<file path="src/rtl/inst_stream_ctrl.sv">
// Instruction feed controller between a valid/ready host stream and the cpu
// start/instruction interface. Buffers the program in a small FIFO, starts the
// cpu after a prefill, issues one instruction per non-stalled cycle (NOPs on
// underflow) and flushes with NOPs after the last instruction before done.
module inst_stream_ctrl #(
   parameter int unsigned DEPTH        = 8,
   parameter int unsigned PREFILL      = 2,
   parameter int unsigned FLUSH_CYCLES = 4,
   parameter logic [31:0] NOP_INST     = 32'h00000013
) (
   input  logic        i_clk,
   input  logic        i_rst_n,
   input  logic        i_host_valid,
   input  logic [31:0] i_host_inst,
   input  logic        i_host_last,
   output logic        o_host_ready,
   input  logic        i_cpu_stall,
   output logic        o_cpu_start,
   output logic [31:0] o_cpu_inst,
   output logic        o_done,
   output logic [15:0] o_count
);

   localparam int unsigned PW = $clog2(DEPTH);
   localparam int unsigned LW = PW + 1;
   localparam int unsigned FW = $clog2(FLUSH_CYCLES + 1) + 1;

   localparam logic [LW-1:0] FULL_LEVEL    = LW'(DEPTH);
   localparam logic [LW-1:0] PREFILL_LEVEL = LW'(PREFILL);
   localparam logic [LW-1:0] LEVEL_ONE     = LW'(1);
   localparam logic [PW-1:0] PTR_ONE       = PW'(1);
   localparam logic [FW-1:0] FLUSH_LAST    = FW'(FLUSH_CYCLES);
   localparam logic [FW-1:0] FLUSH_ONE     = FW'(1);

   typedef enum logic [1:0] {
      S_IDLE,
      S_RUN,
      S_FLUSH,
      S_DONE
   } state_t;

   state_t        state_q;
   logic [32:0]   mem_q [DEPTH];
   logic [PW-1:0] wrPtr_q;
   logic [PW-1:0] rdPtr_q;
   logic [LW-1:0] level_q;
   logic [LW-1:0] level_d;
   logic          lastSeen_q;
   logic          lastSeen_d;
   logic          hostReady_q;
   logic          hostReady_d;
   logic          cpuStart_q;
   logic [31:0]   cpuInst_q;
   logic          done_q;
   logic [15:0]   count_q;
   logic [FW-1:0] flushCnt_q;

   logic          push;
   logic          pop;
   logic          goRun;
   logic          runIssue;
   logic          flushStep;
   logic          enterDone;
   logic [32:0]   head;

   assign o_host_ready = hostReady_q;
   assign o_cpu_start  = cpuStart_q;
   assign o_cpu_inst   = cpuInst_q;
   assign o_done       = done_q;
   assign o_count      = count_q;

   // Per-cycle handshake, issue decision and next FIFO level / ready.
   always_comb begin
      push      = i_host_valid && hostReady_q;
      goRun     = (state_q == S_IDLE) && ((level_q >= PREFILL_LEVEL) || lastSeen_q);
      runIssue  = (state_q == S_RUN) && !i_cpu_stall;
      pop       = (goRun || runIssue) && (level_q != '0);
      flushStep = (state_q == S_FLUSH) && !i_cpu_stall;
      enterDone = flushStep && (flushCnt_q == FLUSH_LAST);
      head      = mem_q[rdPtr_q];
      level_d   = level_q;
      if (push && !pop) begin
         level_d = level_q + LEVEL_ONE;
      end else if (pop && !push) begin
         level_d = level_q - LEVEL_ONE;
      end
      lastSeen_d  = lastSeen_q || (push && i_host_last);
      hostReady_d = (level_d != FULL_LEVEL) && !lastSeen_d && !enterDone &&
                    (state_q != S_DONE);
   end

   // FIFO storage; validity is defined by the pointers so no reset is needed.
   always_ff @(posedge i_clk) begin
      if (push) begin
         mem_q[wrPtr_q] <= {i_host_last, i_host_inst};
      end
   end

   // FIFO pointers, level, last-seen flag and registered host ready.
   always_ff @(posedge i_clk or negedge i_rst_n) begin
      if (!i_rst_n) begin
         wrPtr_q     <= '0;
         rdPtr_q     <= '0;
         level_q     <= '0;
         lastSeen_q  <= 1'b0;
         hostReady_q <= 1'b0;
      end else begin
         if (push) begin
            wrPtr_q <= wrPtr_q + PTR_ONE;
         end
         if (pop) begin
            rdPtr_q <= rdPtr_q + PTR_ONE;
         end
         level_q     <= level_d;
         lastSeen_q  <= lastSeen_d;
         hostReady_q <= hostReady_d;
      end
   end

   // Issue state machine with registered cpu-side outputs.
   always_ff @(posedge i_clk or negedge i_rst_n) begin
      if (!i_rst_n) begin
         state_q    <= S_IDLE;
         cpuStart_q <= 1'b0;
         cpuInst_q  <= '0;
         done_q     <= 1'b0;
         count_q    <= '0;
         flushCnt_q <= '0;
      end else begin
         case (state_q)
            S_IDLE, S_RUN: begin
               if (goRun || runIssue) begin
                  cpuStart_q <= 1'b1;
                  if (pop) begin
                     cpuInst_q <= head[31:0];
                     if (count_q != 16'hFFFF) begin
                        count_q <= count_q + 16'd1;
                     end
                     if (head[32]) begin
                        state_q    <= S_FLUSH;
                        flushCnt_q <= '0;
                     end else begin
                        state_q <= S_RUN;
                     end
                  end else begin
                     cpuInst_q <= NOP_INST;
                     state_q   <= S_RUN;
                  end
               end
            end
            S_FLUSH: begin
               if (enterDone) begin
                  state_q    <= S_DONE;
                  cpuStart_q <= 1'b0;
                  cpuInst_q  <= '0;
                  done_q     <= 1'b1;
               end else if (flushStep) begin
                  cpuInst_q  <= NOP_INST;
                  flushCnt_q <= flushCnt_q + FLUSH_ONE;
               end
            end
            S_DONE: begin
               cpuStart_q <= 1'b0;
               cpuInst_q  <= '0;
               done_q     <= 1'b1;
            end
            default: begin
               state_q <= S_IDLE;
            end
         endcase
      end
   end

endmodule

</file>
<file path="config.mk">
export PLATFORM = sky130hd
export DESIGN_NAME = inst_stream_ctrl
export DESIGN_NICKNAME = d
export VERILOG_FILES = /design/src/rtl/inst_stream_ctrl.sv
export SDC_FILE = /design/constraint.sdc
export NUM_CORES = 1
export LEC_CHECK = 0
export CAP_MARGIN = 20
export CORE_MARGIN = 4
export CORE_UTILIZATION = 30
export DETAILED_ROUTE_END_ITERATION = 10
export GPL_TIMING_DRIVEN = 0
export SKIP_CTS_REPAIR_TIMING = 1
export SYNTH_ARGS = -nofsm -noshare
export SYNTH_HDL_FRONTEND = slang
export SYNTH_SLANG_ARGS = --single-unit
</file>
<file path="constraint.sdc">
create_clock -name i_clk -period 4.8 [get_ports i_clk]
set_input_delay 1.2 -clock i_clk [delete_from_list [all_inputs] [get_ports i_clk]]
set_output_delay 1.2 -clock i_clk [all_outputs]
set_load 0.02 [all_outputs]
</file>
* Word-level counts from Yosys, hierarchy flattened
Memories as Yosys holds them, arrays and structs flattened.
Index checks and enable logic that the tools add are counted.
** Cells by class
- Muxes and demuxes :: 25
- $lt $le $gt $ge :: 1
- Add/sub/neg operators :: 6
- Reduce and logical (&&, ||, !) cells :: 31
- Eq/ne operators :: 14
** Operators with widths (count)
- $mux 32 :: 4
- $pmux 32 s3 :: 1
- $mux 4 :: 7
- $add 16x1->16 const B :: 1
- $ne 16x16->1 const B :: 1
- $ne 2x2->1 const B :: 7
- $logic_and 1x1->1 :: 12
- $add 4x1->4 const B :: 2
- $mux 2 :: 4
- $pmux 4 s2 :: 1
- $add 3x1->3 const B :: 2
- $reduce_and 2->1 :: 3
- $reduce_and 6->1 :: 1
- $logic_not 1->1 :: 5
- $mux 1 :: 5
- $eq 2x2->1 const B :: 2
- $eq 4x3->1 const B :: 1
- $ge 4x2->1 const B :: 1
- $ne 4x4->1 const B :: 1
- $pmux 2 s2 :: 1
- $reduce_and 4->1 :: 1
- $reduce_bool 2->1 :: 2
- $reduce_bool 4->1 :: 1
- $sub 4x1->4 const B :: 1
- other kinds (8) :: 10
** Storage, ports and cells
- Word-level logic and storage cells :: 89
- Bits in writable memories :: 264
- Register bits :: 68
- Input bits :: 37
- Memories kept :: 1
- Output and inout port bits :: 51
** Memory list
- mem_q :: words 8, width 33, rd ports 1, clocked after Yosys merged registers in 0, wr ports 1, line 43 : logic [32:0] mem_q [DEPTH];

* Depth between registers and ports, before layout
Gate-level depths: netlist of the first run.
- Word-level depth :: 12
- Gate-level depth with buffers :: 9

* Worst setup path before layout of the first run
No wires, ideal clock.
- Path type :: input-to-reg
- Start :: input port i_host_valid
- End :: memory mem_q[0][0], enable pin
- Data arrival time :: 4.666 ns
- Stages :: 3
- Setup time :: 0.506 ns
- Setup slack :: -0.372 ns
- Cells stage by stage :: nand2_1 -> clkbuf_1 -> nor4_1
** On the way
- Cells in the longest elaborated chain, start to end :: 3
** RTL lines
- from (decl) :: line 13 : input logic i_host_valid,
- $logic_and 1x1->1 :: line 74 : push = i_host_valid && hostReady_q;
- $mux 1 :: line 94 : if (push) begin
- $mux 1 (implied by the code) :: line 95 : mem_q[wrPtr_q] <= {i_host_last, i_host_inst};
- to (decl) :: line 43
Every way passes these cells.

* Final worst setup path of the first run
- Start :: input port i_host_valid
- End :: memory mem_q[1][10], enable pin
The elaborated chain is that of the path after synthesis.

==> results of run 1 <==
cell usage after synthesis (3+ instances only):
cell / instances
ha_1: 9
nor3_1: 7
o21ai_0: 35
nand2b_1: 7
dfrtp_1: 68
nand3_1: 11
mux2i_1: 38
clkbuf_1: 12
nor2_1: 14
xor2_1: 6
inv_1: 9
mux4_2: 65
edfxtp_1: 264
and3_1: 3
buf_2: 8
buf_1: 6
nand2_1: 52
nand4_1: 4
a2bb2oi_1: 3
a21oi_1: 7
and4_1: 4
xnor2_1: 17
a31oi_1: 3
critical path: stages:
cell             delay, ns
clkdlybuf4s50_1       0.52
and2_4                0.16
buf_6                 0.12
nand2_1               0.22
nor3_2                0.68
buf_6                 0.24
buf_6                 0.16
buf_6                 0.17
placed cells by master (no fill, tap or decap), types with 6 or more instances in the layout:
master and n:
clkbuf_16 36, a21oi_1 7, mux2i_1 38, dfrtp_1 68
clkdlybuf4s50_1 86, nand2b_1 7, xor2_1 6, nor2_1 11
inv_1 9, nand3_1 11, o21ai_0 35, clkbuf_8 9
buf_1 6, ha_1 9, buf_6 15, nand2_1 52
clkbuf_1 22, buf_2 8, edfxtp_1 264, mux4_2 65
xnor2_1 17
per-stage QoR:
step	utilization, %	cell area, µm²	cells	TNS, ns	power [W]
after floorplan	-	13000	687	0	0.00358
after global placement	34.4	14600	1351	-470.29	0.00376
after detailed placement	35.3	14900	1374	0	0.00380
after CTS	38.0	16100	1438	0	0.00649
after global routing	38.0	16100	1438	0	0.00668
final	38.0	16100	1440	0	0.00641
power by group:
| group | leakage, nW | switching, W | internal, W |
|---|---|---|---|
| logic | 1.40 | 0.000259 | 0.000184 |
| clock network | 0.567 | 0.00108 | 0.00158 |
| registers | 3.27 | 0.0000994 | 0.00320 |
final timing paths:
path,start,endpoint,slack [ns],cells after the start
setup / recovery,i_host_valid,mem_q[1][10],1.54,8
hold / removal,o_done,o_done,0.46,1
setup reg to reg,level_q[0],o_cpu_inst[5],2.09,8
hold reg to reg,o_done,o_done,0.46,1
max in group asynchronous,i_rst_n,o_cpu_inst[14],3.57,2
min in group asynchronous,i_rst_n,level_q[2],0.64,1
cells by family (layout without fill, tap and decap cells):
kind of cell	count (synthesis)	in the layout	share of synthesized area, %
flops	332	332	74.3
simple gates	116	116	4.45
mux	105	105	14.4
compound gates	61	61	2.91
buf+inv	39	213	1.33
xor+xnor	23	23	1.55
fa+ha+maj	11	11	1.02
other cells	0	2	0
flip-flops by register name, summed over array words and instances (netlist names):
name / flops
mem_q: 264
o_cpu_inst: 32
o_count: 16
flushCnt_q: 4
level_q: 4
rdPtr_q: 3
wrPtr_q: 3
state_q: 2
lastSeen_q: 1
o_cpu_start: 1
o_done: 1
o_host_ready: 1
cell type report:
cell class	instances	area (µm²)	area share, %
Sequential cell	332	9630	59.9
Multi-Input combinational cell	316	3210	20.0
Timing Repair Buffer	110	1190	7.39
Clock buffer	55	1060	6.61
Tap cell	577	722	4.49
Buffer	30	139	0.864
Clock inverter	9	87.6	0.545
Inverter	9	33.8	0.210
Antenna cell	2	5.00	0.0311
layer usage:
| metal | vias to the layer above | share of wire, % | routed length, µm |
|---|---|---|---|
| met3 | 41 | 6.7 | 1910 |
| met5 | - | 0.081 | 23 |
| met2 | 176 | 46 | 13000 |
| li1 | 3017 | - | - |
| met1 | 3430 | 46 | 13100 |
| met4 | 4 | 1.7 | 493 |
==> flow_summary.json, run 1 <==
{
  "status": "completed",
  "ant_nets": 0,
  "slew_headroom_pct": 30.8,
  "drc": 0,
  "dp_slack_ns": 0.933,
  "timing.final.ws_setup_ns": 1.54,
  "dr.pass1.iters": 6,
  "grt.total_usage_pct": 12.3,
  "yosysSeqAreaShare_pct": 74.3,
  "fmax_ghz": 0.306,
  "netlist_instances": 687,
  "grt_start_max_net_pins": 39,
  "clock_sinks": 332,
  "grt_pass1_wl_um": 43900,
  "drtIter0Drc": 494,
  "fillers": 3848,
  "required_ns": 5.02,
  "clockBufferDepth": 3,
  "post-route-period-util_pct": 68.0,
  "leakage_nw": 5.24,
  "pin_count": 88,
  "maxCapViolCount": 0,
  "hold_ws_ns": 0.460,
  "busiest_layer": "met2",
  "fin_skew_ns": 0.0167,
  "antenna_found_initial": 3,
  "syn_nets": 733,
  "ys_warn_count": 0,
  "vias": 6668,
  "ys_types": 51,
  "arrival_ns": 3.48,
  "setup_viol": 0,
  "io_buffers": 87,
  "ys_seq_elements": 332,
  "die_x_um": 216,
  "vdd_drop_max_uv": 211,
  "cp-start-kind": "input port",
  "hpwl_um": 18900,
  "synth_top_area_share_pct": 61.2,
  "initial_core_util_pct": 30.6,
  "routed_wl_um": 28500,
  "die_y_um": 216,
  "final_hold_viol_count": 0,
  "synth_ff_type": "edfxtp_1",
  "grt_overflow": 0,
  "min_path_type": "register to register",
  "worst-setup-path-type": "input port to register",
  "cp-end-kind": "register",
  "core_area_um2": 42300,
  "synth_edf_count": 264,
  "fin_crit_ns": 3.26,
  "grtUsageMet2_pct": 18.8,
  "rows": 75,
  "syn_area_um2": 13000,
  "drv_slew": 0,
  "async_reset_ff_share_pct": 20.5,
  "ys_top_cells_by_area": "edfxtp_1, dfrtp_1, mux4_2, mux2i_1, nand2_1",
  "rsz0062_at_grt": "false",
  "gr-usage-met1_pct": 17.9,
  "viasPerCell": 4.63,
  "cts_buffers": 35,
  "clk_latency_ns": 0.52,
  "syn_to_final_growth_pct": 24.1,
  "synth_area_leader_cell": "edfxtp_1",
  "cts_tree": "built",
  "use_met3_pct": 2.87,
  "fin_nets": 880,
  "place.gp.congestion": 0.729,
  "power.density_nw_per_um2": 398,
  "drive_above_1_share_pct": 20.2,
  "syn_avg_cell_area_um2": 18.9,
  "cts_max_level": 2,
  "grt_pass1_vias": 6956,
  "dieArea_um2": 46600,
  "worst_slew_pin_slew_ns": 1.04,
  "crit_fanout": 9,
  "clkTransAtPathRegs_ns": 0.06,
  "wl_per_cell_um": 19.8,
  "root_buffer": "clkbuf_16"
}
Note: power is estimated with default switching activity, not from simulation.
==> run 2: changes to the inputs <==
==> constraint.sdc (replaced) <==
create_clock -name i_clk -period 3.1 [get_ports i_clk]
set_input_delay 0.775 -clock i_clk [delete_from_list [all_inputs] [get_ports i_clk]]
set_output_delay 0.775 -clock i_clk [all_outputs]
set_load 0.02 [all_outputs]
==> run 2 against run 1 <==
Worst hold slack got worse by 0.26 ns. Clock power grew 54%. Global-route usage decreased by 0.27 points. Core utilization about the same. Die area did not move. Largest power group unchanged. Highest routed layer unchanged. Largest cell class unchanged.
==> flow_summary.json, run 2 (synthesis results as in run 1) <==
{
  "final_common_cell": "edfxtp_1",
  "r2r_slack_ns": 0.43,
  "dieArea_um2": 46600,
  "rsz0062_at_grt": "false",
  "timing.final.ws_setup_ns": 0.238,
  "drtIter0Drc": 458,
  "die_x_um": 216,
  "layout_common_cells": "edfxtp_1, clkdlybuf4s50_1, dfrtp_1, mux4_2, nand2_1",
  "slew_headroom_pct": 32.5,
  "drive_above_1_share_pct": 19.4,
  "hold_ws_ns": 0.203,
  "cp-start-kind": "input port",
  "wl_per_cell_um": 19.5,
  "cp-end-kind": "register",
  "ff_latch_area_um2": 9630,
  "dr.pass1.iters": 4,
  "grt_pass1_wl_um": 43100,
  "fin_crit_ns": 2.86,
  "viasPerCell": 4.63,
  "p_clk_share_pct": 41.5,
  "cts_buffers": 36,
  "vdd_drop_max_uv": 479,
  "worst_slew_pin_slew_ns": 1.01,
  "drc": 0,
  "hpwl_um": 18500,
  "clk_latency_ns": 0.52,
  "multi_input_area_um2": 3220,
  "cp.depth": 7,
  "cp_slowest_cell": "nor3_2",
  "io_buffers": 87,
  "switching_power_w": 0.00222,
  "power_frac_seq_pct": 51.7,
  "setup_viol": 0,
  "arrival_ns": 3.08,
  "ant_nets": 0,
  "power.density_nw_per_um2": 615,
  "internal_power_w": 0.00765,
  "dp_slack_ns": -0.324,
  "syn_to_final_growth_pct": 24.0,
  "antenna_found_initial": 5,
  "fin_nets": 878,
  "cpMostUsedCell": "buf_6",
  "post-route-period-util_pct": 92.3,
  "status": "completed",
  "root_buffer": "clkbuf_16",
  "top_register": "mem_q",
  "fin_skew_ns": 0.0238,
  "die_y_um": 216,
  "clockBufferDepth": 3,
  "switching_share_pct": 22.5,
  "power_w": 0.00988,
  "maxCapViolCount": 0,
  "worstReg2RegStart": "level_q[0]",
  "clock_sinks": 332,
  "core_area_um2": 42300,
  "cp_num_buf_inv": 5,
  "vias": 6648,
  "fillers": 3853,
  "final_hold_viol_count": 0,
  "cp-endpoint": "mem_q[2][18]",
  "setup_tns_ns": 0,
  "grt.total_usage_pct": 12.0,
  "required_ns": 3.32,
  "clkTransAtPathRegs_ns": 0.06,
  "leakage_nw": 5.22,
  "largest_reg_flops": 264,
  "initial_core_util_pct": 30.6,
  "fmax_ghz": 0.349,
  "instances_no_fill": 1437,
  "dp.cells": 1371,
  "crit_fanout": 10,
  "min_path_type": "input port to asynchronous set/reset pin",
  "r2r-end": "o_cpu_inst[24]",
  "grt_start_max_net_pins": 44,
  "grt_overflow": 0,
  "rows": 75,
  "drv_slew": 0,
  "cts_max_level": 2,
  "worst-setup-path-type": "input port to register",
  "place.gp.congestion": 0.755,
  "crit_path_start": "i_host_valid",
  "reg2regPathDepth": 8,
  "slowest_delay_ns": 0.74,
  "routed_wl_um": 28100,
  "cp_top_family": "buffers and inverters",
  "comb_power_share_pct": 6.8,
  "cts_tree": "built",
  "grt_pass1_vias": 6832,
  "crit_chain": "clkdlybuf4s50_1 -> nand2_1 -> clkbuf_1 -> nor3_2 -> buf_6 -> buf_8 -> buf_6",
  "pin_count": 88
}
[run 2: cell types whose count changed in the layout (fill, tap and decap cells not counted), moves of 2 or more]
cell and change:
clkinv_1 +2, clkbuf_1 +3, clkbuf_8 -5, buf_16 +2, buf_8 +3, buf_6 -7
[run 2: per-layer routing]
metal  part of all wire (%)  vias to the layer above  track usage, %  wire [µm]
met5                  0.096                        -               0         27
met1                     45                     3433            16.7      12700
met4                    1.6                        4            2.77        461
li1                       -                     3012               -          -
met2                     47                      156            19.3      13300
met3                    5.4                       43            2.97       1520
[run 2: how the worst min path moves through the flow]
stage	from	endpoint	slack, ns	cells after the start
floorplan	lastSeen_q	lastSeen_q	0.44	1
global placement	o_done	o_done	0.45	1
detailed placement	o_done	o_done	0.46	1
CTS	i_rst_n	o_cpu_inst[6]	0.20	1
global route	i_rst_n	o_cpu_inst[11]	0.22	1
finish	i_rst_n	o_cpu_inst[6]	0.20	1
[run 2: power by group through the flow]
stage,sequential (W),clock [W],combinational (W)
after floorplan,0.00518,0,0.000377
after CTS,0.00511,0.00420,0.000686
after detailed placement,0.00520,0,0.000687
final,0.00511,0.00410,0.000673
after global routing,0.00513,0.00439,0.000754
after global placement,0.00518,0,0.000637
[run 2: per-stage QoR]
stage                     cell area [µm²]  utilization (%)
after floorplan                     13000                -
after global placement              14600             34.4
after detailed placement            14900             35.3
after CTS                           16100             37.9
after global routing                16100             37.9
final                               16100             37.9
[run 2: final cells by class]
class / count / area share [%]
Inverter: 9 / 0.210
Antenna cell: 1 / 0.0156
Sequential cell: 332 / 60.0
Tap cell: 577 / 4.50
Clock inverter: 12 / 0.756
Buffer: 30 / 0.865
Multi-Input combinational cell: 316 / 20.0
Clock buffer: 53 / 6.26
Timing Repair Buffer: 107 / 7.41
